`src/rtl/control_fsm_pkg.sv`:
```
// State encoding, MIPS opcodes and opcode classification shared by the
// multi-cycle controller and its bench-facing top.
package control_fsm_pkg;

    localparam int STATE_LEN = 3;

    typedef enum logic [STATE_LEN-1:0] {
        STATE_IF  = 3'd0,
        STATE_ID  = 3'd1,
        STATE_EX  = 3'd2,
        STATE_MEM = 3'd3,
        STATE_WB  = 3'd4,
        STATE_ERR = 3'd7
    } state_e;

    localparam logic [5:0] OP_R_TYPE = 6'b000000;
    localparam logic [5:0] OP_J      = 6'b000010;
    localparam logic [5:0] OP_BEQ    = 6'b000100;
    localparam logic [5:0] OP_ADDI   = 6'b001000;
    localparam logic [5:0] OP_ORI    = 6'b001101;
    localparam logic [5:0] OP_LW     = 6'b100011;
    localparam logic [5:0] OP_SW     = 6'b101011;

    // Instructions that finish with a register write-back straight from EX.
    function automatic logic is_alu_op(input logic [5:0] op);
        return (op == OP_R_TYPE) || (op == OP_ADDI) || (op == OP_ORI);
    endfunction

    function automatic logic is_mem_op(input logic [5:0] op);
        return (op == OP_LW) || (op == OP_SW);
    endfunction

endpackage

```
`src/rtl/control_fsm_perf_counter.sv`:
```
// Free-running wrap-around event counter used for cycle and retire statistics.
module ctrl_perf_counter #(
    parameter int CNT_W = 32
) (
    input  logic             clk,
    input  logic             rst_n,
    input  logic             inc_i,
    input  logic             en_i,
    output logic [CNT_W-1:0] cnt_o
);

    logic [CNT_W-1:0] cnt_q;

    always_ff @(posedge clk or negedge rst_n) begin
        if (!rst_n) begin
            cnt_q <= '0;
        end else if (en_i && inc_i) begin
            cnt_q <= cnt_q + CNT_W'(1);
        end
    end

    assign cnt_o = cnt_q;

endmodule

```
`src/rtl/control_fsm.sv`:
```
// Multi-cycle IF/ID/EX/MEM/WB sequencer with memory handshakes, MEM timeout,
// sticky illegal-opcode error, global stall and performance counters.
module control_fsm
    import control_fsm_pkg::*;
#(
    parameter int CNT_W       = 32,
    parameter bit USE_READY   = 1'b1,
    parameter int MEM_TIMEOUT = 16
) (
    input  logic                 clk,
    input  logic                 rst_n,
    input  logic [5:0]           opcode_i,
    input  logic                 stall_i,
    input  logic                 imem_ready_i,
    input  logic                 dmem_ready_i,
    output logic [STATE_LEN-1:0] state_o,
    output logic                 imem_req_o,
    output logic                 ir_en_o,
    output logic                 dmem_req_o,
    output logic                 dmem_we_o,
    output logic                 reg_rd_o,
    output logic                 reg_we_o,
    output logic                 retire_o,
    output logic                 err_o,
    output logic [CNT_W-1:0]     cycle_cnt_o,
    output logic [CNT_W-1:0]     instret_cnt_o
);

    localparam int WAIT_W = (MEM_TIMEOUT > 0) ? $clog2(MEM_TIMEOUT + 1) : 1;
    localparam logic [WAIT_W-1:0] WAIT_LAST = WAIT_W'((MEM_TIMEOUT > 0) ? MEM_TIMEOUT - 1 : 0);

    state_e            state_q, state_d;
    logic [WAIT_W-1:0] wait_cnt_q, wait_cnt_d;
    logic              if_ready, mem_ready, retire;

    assign if_ready  = USE_READY ? imem_ready_i : 1'b1;
    assign mem_ready = USE_READY ? dmem_ready_i : 1'b1;

    always_ff @(posedge clk or negedge rst_n) begin
        if (!rst_n) begin
            state_q    <= STATE_IF;
            wait_cnt_q <= '0;
        end else begin
            state_q    <= state_d;
            wait_cnt_q <= wait_cnt_d;
        end
    end

    always_comb begin
        state_d    = state_q;
        wait_cnt_d = wait_cnt_q;
        if (!stall_i) begin
            case (state_q)
                STATE_IF:  if (if_ready) state_d = STATE_ID;
                STATE_ID: begin
                    if (opcode_i == OP_J)                                state_d = STATE_IF;
                    else if (is_alu_op(opcode_i) || is_mem_op(opcode_i)
                             || opcode_i == OP_BEQ)                      state_d = STATE_EX;
                    else                                                 state_d = STATE_ERR;
                end
                STATE_EX: begin
                    wait_cnt_d = '0;
                    if (is_alu_op(opcode_i))       state_d = STATE_WB;
                    else if (is_mem_op(opcode_i))  state_d = STATE_MEM;
                    else if (opcode_i == OP_BEQ)   state_d = STATE_IF;
                    else                           state_d = STATE_ERR;
                end
                STATE_MEM: begin
                    // A late ready beats the timeout on the same edge.
                    if (mem_ready) begin
                        state_d    = (opcode_i == OP_LW) ? STATE_WB : STATE_IF;
                        wait_cnt_d = '0;
                    end else if (MEM_TIMEOUT > 0 && wait_cnt_q == WAIT_LAST) begin
                        state_d    = STATE_ERR;
                        wait_cnt_d = '0;
                    end else begin
                        wait_cnt_d = wait_cnt_q + WAIT_W'(1);
                    end
                end
                STATE_WB:  state_d = STATE_IF;
                default:   state_d = STATE_ERR;
            endcase
        end
    end

    // Stall already freezes state_d, so it also suppresses retire here.
    assign retire = (state_q != STATE_IF) && (state_q != STATE_ERR) && (state_d == STATE_IF);

    assign state_o    = state_q;
    assign imem_req_o = rst_n && (state_q == STATE_IF);
    assign ir_en_o    = rst_n && (state_q == STATE_IF) && if_ready && !stall_i;
    assign dmem_req_o = rst_n && (state_q == STATE_MEM);
    assign dmem_we_o  = rst_n && (state_q == STATE_MEM) && (opcode_i == OP_SW);
    assign reg_rd_o   = rst_n && (state_q == STATE_ID);
    assign reg_we_o   = rst_n && (state_q == STATE_WB) && !stall_i;
    assign retire_o   = rst_n && !stall_i && retire;
    assign err_o      = rst_n && (state_q == STATE_ERR);

    ctrl_perf_counter #(.CNT_W(CNT_W)) u_cycle_cnt (
        .clk   (clk),
        .rst_n (rst_n),
        .inc_i (1'b1),
        .en_i  (state_q != STATE_ERR),
        .cnt_o (cycle_cnt_o)
    );

    ctrl_perf_counter #(.CNT_W(CNT_W)) u_instret_cnt (
        .clk   (clk),
        .rst_n (rst_n),
        .inc_i (retire_o),
        .en_i  (1'b1),
        .cnt_o (instret_cnt_o)
    );

endmodule
```
`config.mk`:
```
export PLATFORM = sky130hd
export DESIGN_NAME = control_fsm
export DESIGN_NICKNAME = d
export VERILOG_FILES = /design/src/rtl/control_fsm_pkg.sv /design/src/rtl/control_fsm_perf_counter.sv /design/src/rtl/control_fsm.sv
export SDC_FILE = /design/constraint.sdc
export NUM_CORES = 1
export LEC_CHECK = 0
export CAP_MARGIN = 20
export CORE_MARGIN = 1
export CORE_UTILIZATION = 45
export CTS_BUF_LIST = sky130_fd_sc_hd__clkbuf_4
export DETAILED_ROUTE_END_ITERATION = 6
export MAX_ROUTING_LAYER = met4
export PLACE_DENSITY = 0.73
export SLEW_MARGIN = 15
export SYNTH_ARGS = -nofsm -noshare
export SYNTH_HDL_FRONTEND = slang
export SYNTH_SLANG_ARGS = --single-unit
```
`constraint.sdc`:
```
create_clock -name clk -period 1.95 [get_ports clk]
set_input_delay 0.2925 -clock clk [delete_from_list [all_inputs] [get_ports clk]]
set_output_delay 0.2925 -clock clk [all_outputs]
set_load 0.005 [all_outputs]
```
==> summary.md, run 1 <==
| Metric | Value |
|---|---|
| I/O Buffers | between 80 and 90 |
| Critical path class | input port to primary output |
| First-iteration detailed-routing DRC count | 156 |
| Post-synthesis cell type count | 54 |
| Slew @ Worst Pin | 0.789 ns |
| Area delta synth->final | 45.5% |
| Status | finished, violations left |
| Share of synthesized registers carrying an async set or reset | 100% |
| Cell family with most CP delay | buffers and inverters |
| Hpwl dp | about 5800 µm |
| Die area | roughly 8400 µm² |
| DR vias | 3,034 |
| Crit share post-route | 107% |
| Synth warn | 0 |
| Vias in the first global route | 3,020 |
| Layout Skew | 0.0236 ns |
| Leak | between 0.002 and 0.0025 µW |
| Clock-pin transition on the worst setup and hold timing paths | about 0.12 ns |
| Fin worst setup slack | -0.130 ns |
| Post-route minimum period | around 2.1 ns |
| Hold Vio Cnt, Final | 0 |
| Most common cell after layout, fill and taps aside | clkdlybuf4s50_1 |
| Largest net degree at the start of global routing | 65 |
| Crit. path cell count | 7 |
| TritonRoute pass-1 iters | 4 |
| #FFs+latches synth | 72 |
| Power Density | between 500 and 600 nW/µm² |
| TritonCTS clock tree | done |
| DIE WIDTH | approximately 90 µm |
| Root Buffer | clkbuf_4 |
| Post-Syn Area per Cell | about 11 µm² |
| Register-to-register setup slack | approximately 0.05 ns |
| Clock Tree Buf Depth | 2 |
| Most frequent cells in the layout | clkdlybuf4s50_1 (72), dfrtp_1 (70), xnor2_1 (44) |
| Crit path max fanout | 4 |
| Crit. End Element | primary output |
| Setup TNS | -0.130 ns |
| Die Ht | ~90 µm |
| Worst Path Required | approximately 1.7 ns |
| Cells after synthesis | 333 |
| F_max | a little under 500 MHz |
| First-pass GRT wire length | approximately 14,000 µm |
| Num CTS Buffers | 9 |
| Post-Syn Nets | roughly 350 |
| Sequential fraction of the synthesis area | 50.0% |
| Setup violators final | 1 |
| Reg2Reg Capture Point | state_o[2] |
| CP Capture Point | retire_o |
| Post-synth EDFFs | 0 |
| Antenna cells | 0 |
| Overflow after GRT | 0 |
| Worst setup path startpoint | opcode_i[3] |
| Maxcap violations | 0 |
| Final instance area | roughly 5200 µm² |
| Clock Sinks | 72 |
| Total power | 2970 µW |
| Final ANT Viol Nets | 0 |
| Slew Limit Headroom | between 40 and 50% |
| Initial antenna violation count | 0 |
| Vias/cell | between 5 and 6 |
| WP data arrival | ~1.8 ns |
| Critical path cell sequence | clkdlybuf4s50_1 > nand3b_1 > a311oi_2 > o21bai_2 > nand4_4 > inv_2 > buf_6 |
| RR Startpoint | state_o[0] |
| Synth Flop Type | dfrtp_1 |
| Failing checks | negative setup slack |
| I/O Pins | 86 |
| Finished Core Util | around two thirds |
| H-tree Lvls | 3 |
| Cell Area, Synth | about 3600 µm² |
| Placer Congestion | roughly 0.86 |
| Drt total wl | roughly 8800 µm |
| Crit start category | input port |
| Slew Limit Fails | 0 |
| Routed len/inst | between 15 and 20 µm |
| Worst skew pair latency | ~0.42 ns |
| Slowest-stage cell, CP | clkdlybuf4s50_1 |
| Initial Util | 46.7% |
| VDD IR max | 0.391 mV |
| Core area | between 7000 and 8000 µm² |
| Final nets | 486 |
| Slowest stage delay, CP | 0.59 ns |
| Min-delay worst type | input port to async pin |
| Placed inst area | 4820 µm² |
| Crit path buf inv count | 3 |
| Share of layout cells above drive strength 1 | roughly a quarter |
| # rows | 32 |
| Drc violations | 0 |
| GRT Util Overall | 22.5% |
| FF-to-FF path depth | 8 |
| RSZ-0062 raised after global routing | yes |
| Fin Hold WS | approximately 0.45 ns |
[tightest hold or removal path, stage by stage]
cell and delay (ns):
buf_4 0.08, dlygate4sd3_1 0.56, buf_6 0.12, buf_4 0.16
[through the flow]
step,setup slack [ns],instances
2_1_floorplan,0.0938,333
3_3_place_gp,-0.513,549
3_5_place_dp,-0.553,549
4_1_cts,-0.173,573
5_1_grt,-0.244,579
6_report,-0.130,579
[flip-flops by register name, summed over array words and instances (netlist names)]
name / count
state_o: 3
u_cycle_cnt.cnt_o: 32
u_instret_cnt.cnt_o: 32
wait_cnt_q: 5
[kinds of logic after synthesis]
logic type	count (synthesis)	synth area share [%]
AO/OA/AOI/OAI	27	5.34
flip-flops	72	50.0
AND/OR/NAND/NOR	155	26.7
adder cells (fa/ha/maj)	3	1.04
buffers and inverters	13	1.56
multiplexers	1	0.312
XOR/XNOR	62	15.1
[cell usage after synthesis (6+ instances only)]
cell | number | area [µm²]
a21oi_1 | 6 | 30.0
and3_1 | 14 | 87.6
dfrtp_1 | 72 | 1800
nand2_1 | 31 | 116
nand3_1 | 22 | 110
nand4_1 | 22 | 138
nor2_1 | 17 | 63.8
nor2b_1 | 6 | 37.5
nor3_2 | 7 | 70.1
o21ai_0 | 6 | 30.0
xnor2_1 | 44 | 385
xor2_1 | 18 | 158
[routing by layer]
layer,GRT usage (%),routed length [µm],vias up
li1,-,-,1463
met4,4.76,61,0
met2,36.9,4440,71
met1,27.8,3890,1494
met5,-,0,-
met3,6.28,380,6
[cell type report]
| class | instances | area (µm²) |
|---|---|---|
| clock buffer | 10 | 75.1 |
| clock inverter | 6 | 90.1 |
| fill | 601 | 2480 |
| inverter | 5 | 18.8 |
| multi-input combinational | 248 | 1880 |
| sequential | 72 | 1800 |
| tap | 102 | 128 |
| timing repair buffer | 136 | 1250 |
[report_power, final]
part | total (µW) | switching, µW | internal (µW) | leakage [µW]
clock network | 1100 | 560 | 541 | 0.0000874
registers | 1600 | 60.1 | 1540 | 0.000983
logic | 267 | 117 | 150 | 0.00132
[how the worst min path moves through the flow]
stage / slack (ns) / from / cells after the start / end
detailed placement: 0.23 / rst_n / 2 / state_o[1]
CTS: 0.31 / rst_n / 3 / state_o[1]
floorplan: -0.003 / rst_n / 0 / state_o[0]
global placement: 0.22 / rst_n / 2 / state_o[1]
finish: 0.45 / rst_n / 4 / u_instret_cnt.cnt_o[11]
global route: 0.44 / rst_n / 4 / u_instret_cnt.cnt_o[11]
[timing repair]
item | 4_1_cts | 5_1_grt
endpoints found under the hold margin | 8 | 0
pin swaps | 10 | 12
buffers inserted | 7 | 8
hold buffers | 1 | 0
resized for setup | 35 | 32
setup endpoints to repair | 8 | 47
No activity file was read; power rests on OpenSTA's default activity.
==> run 2: changes to the inputs <==
--- a/config.mk
+++ b/config.mk
@@ -5,7 +5,6 @@
 export SDC_FILE = /design/constraint.sdc
 export NUM_CORES = 1
 export LEC_CHECK = 0
-export CAP_MARGIN = 20
 export CORE_MARGIN = 1
 export CORE_UTILIZATION = 45
 export CTS_BUF_LIST = sky130_fd_sc_hd__clkbuf_4
==> results of run 2 <==
No change in the layout: final DEF, timing and power equal those of run 1.
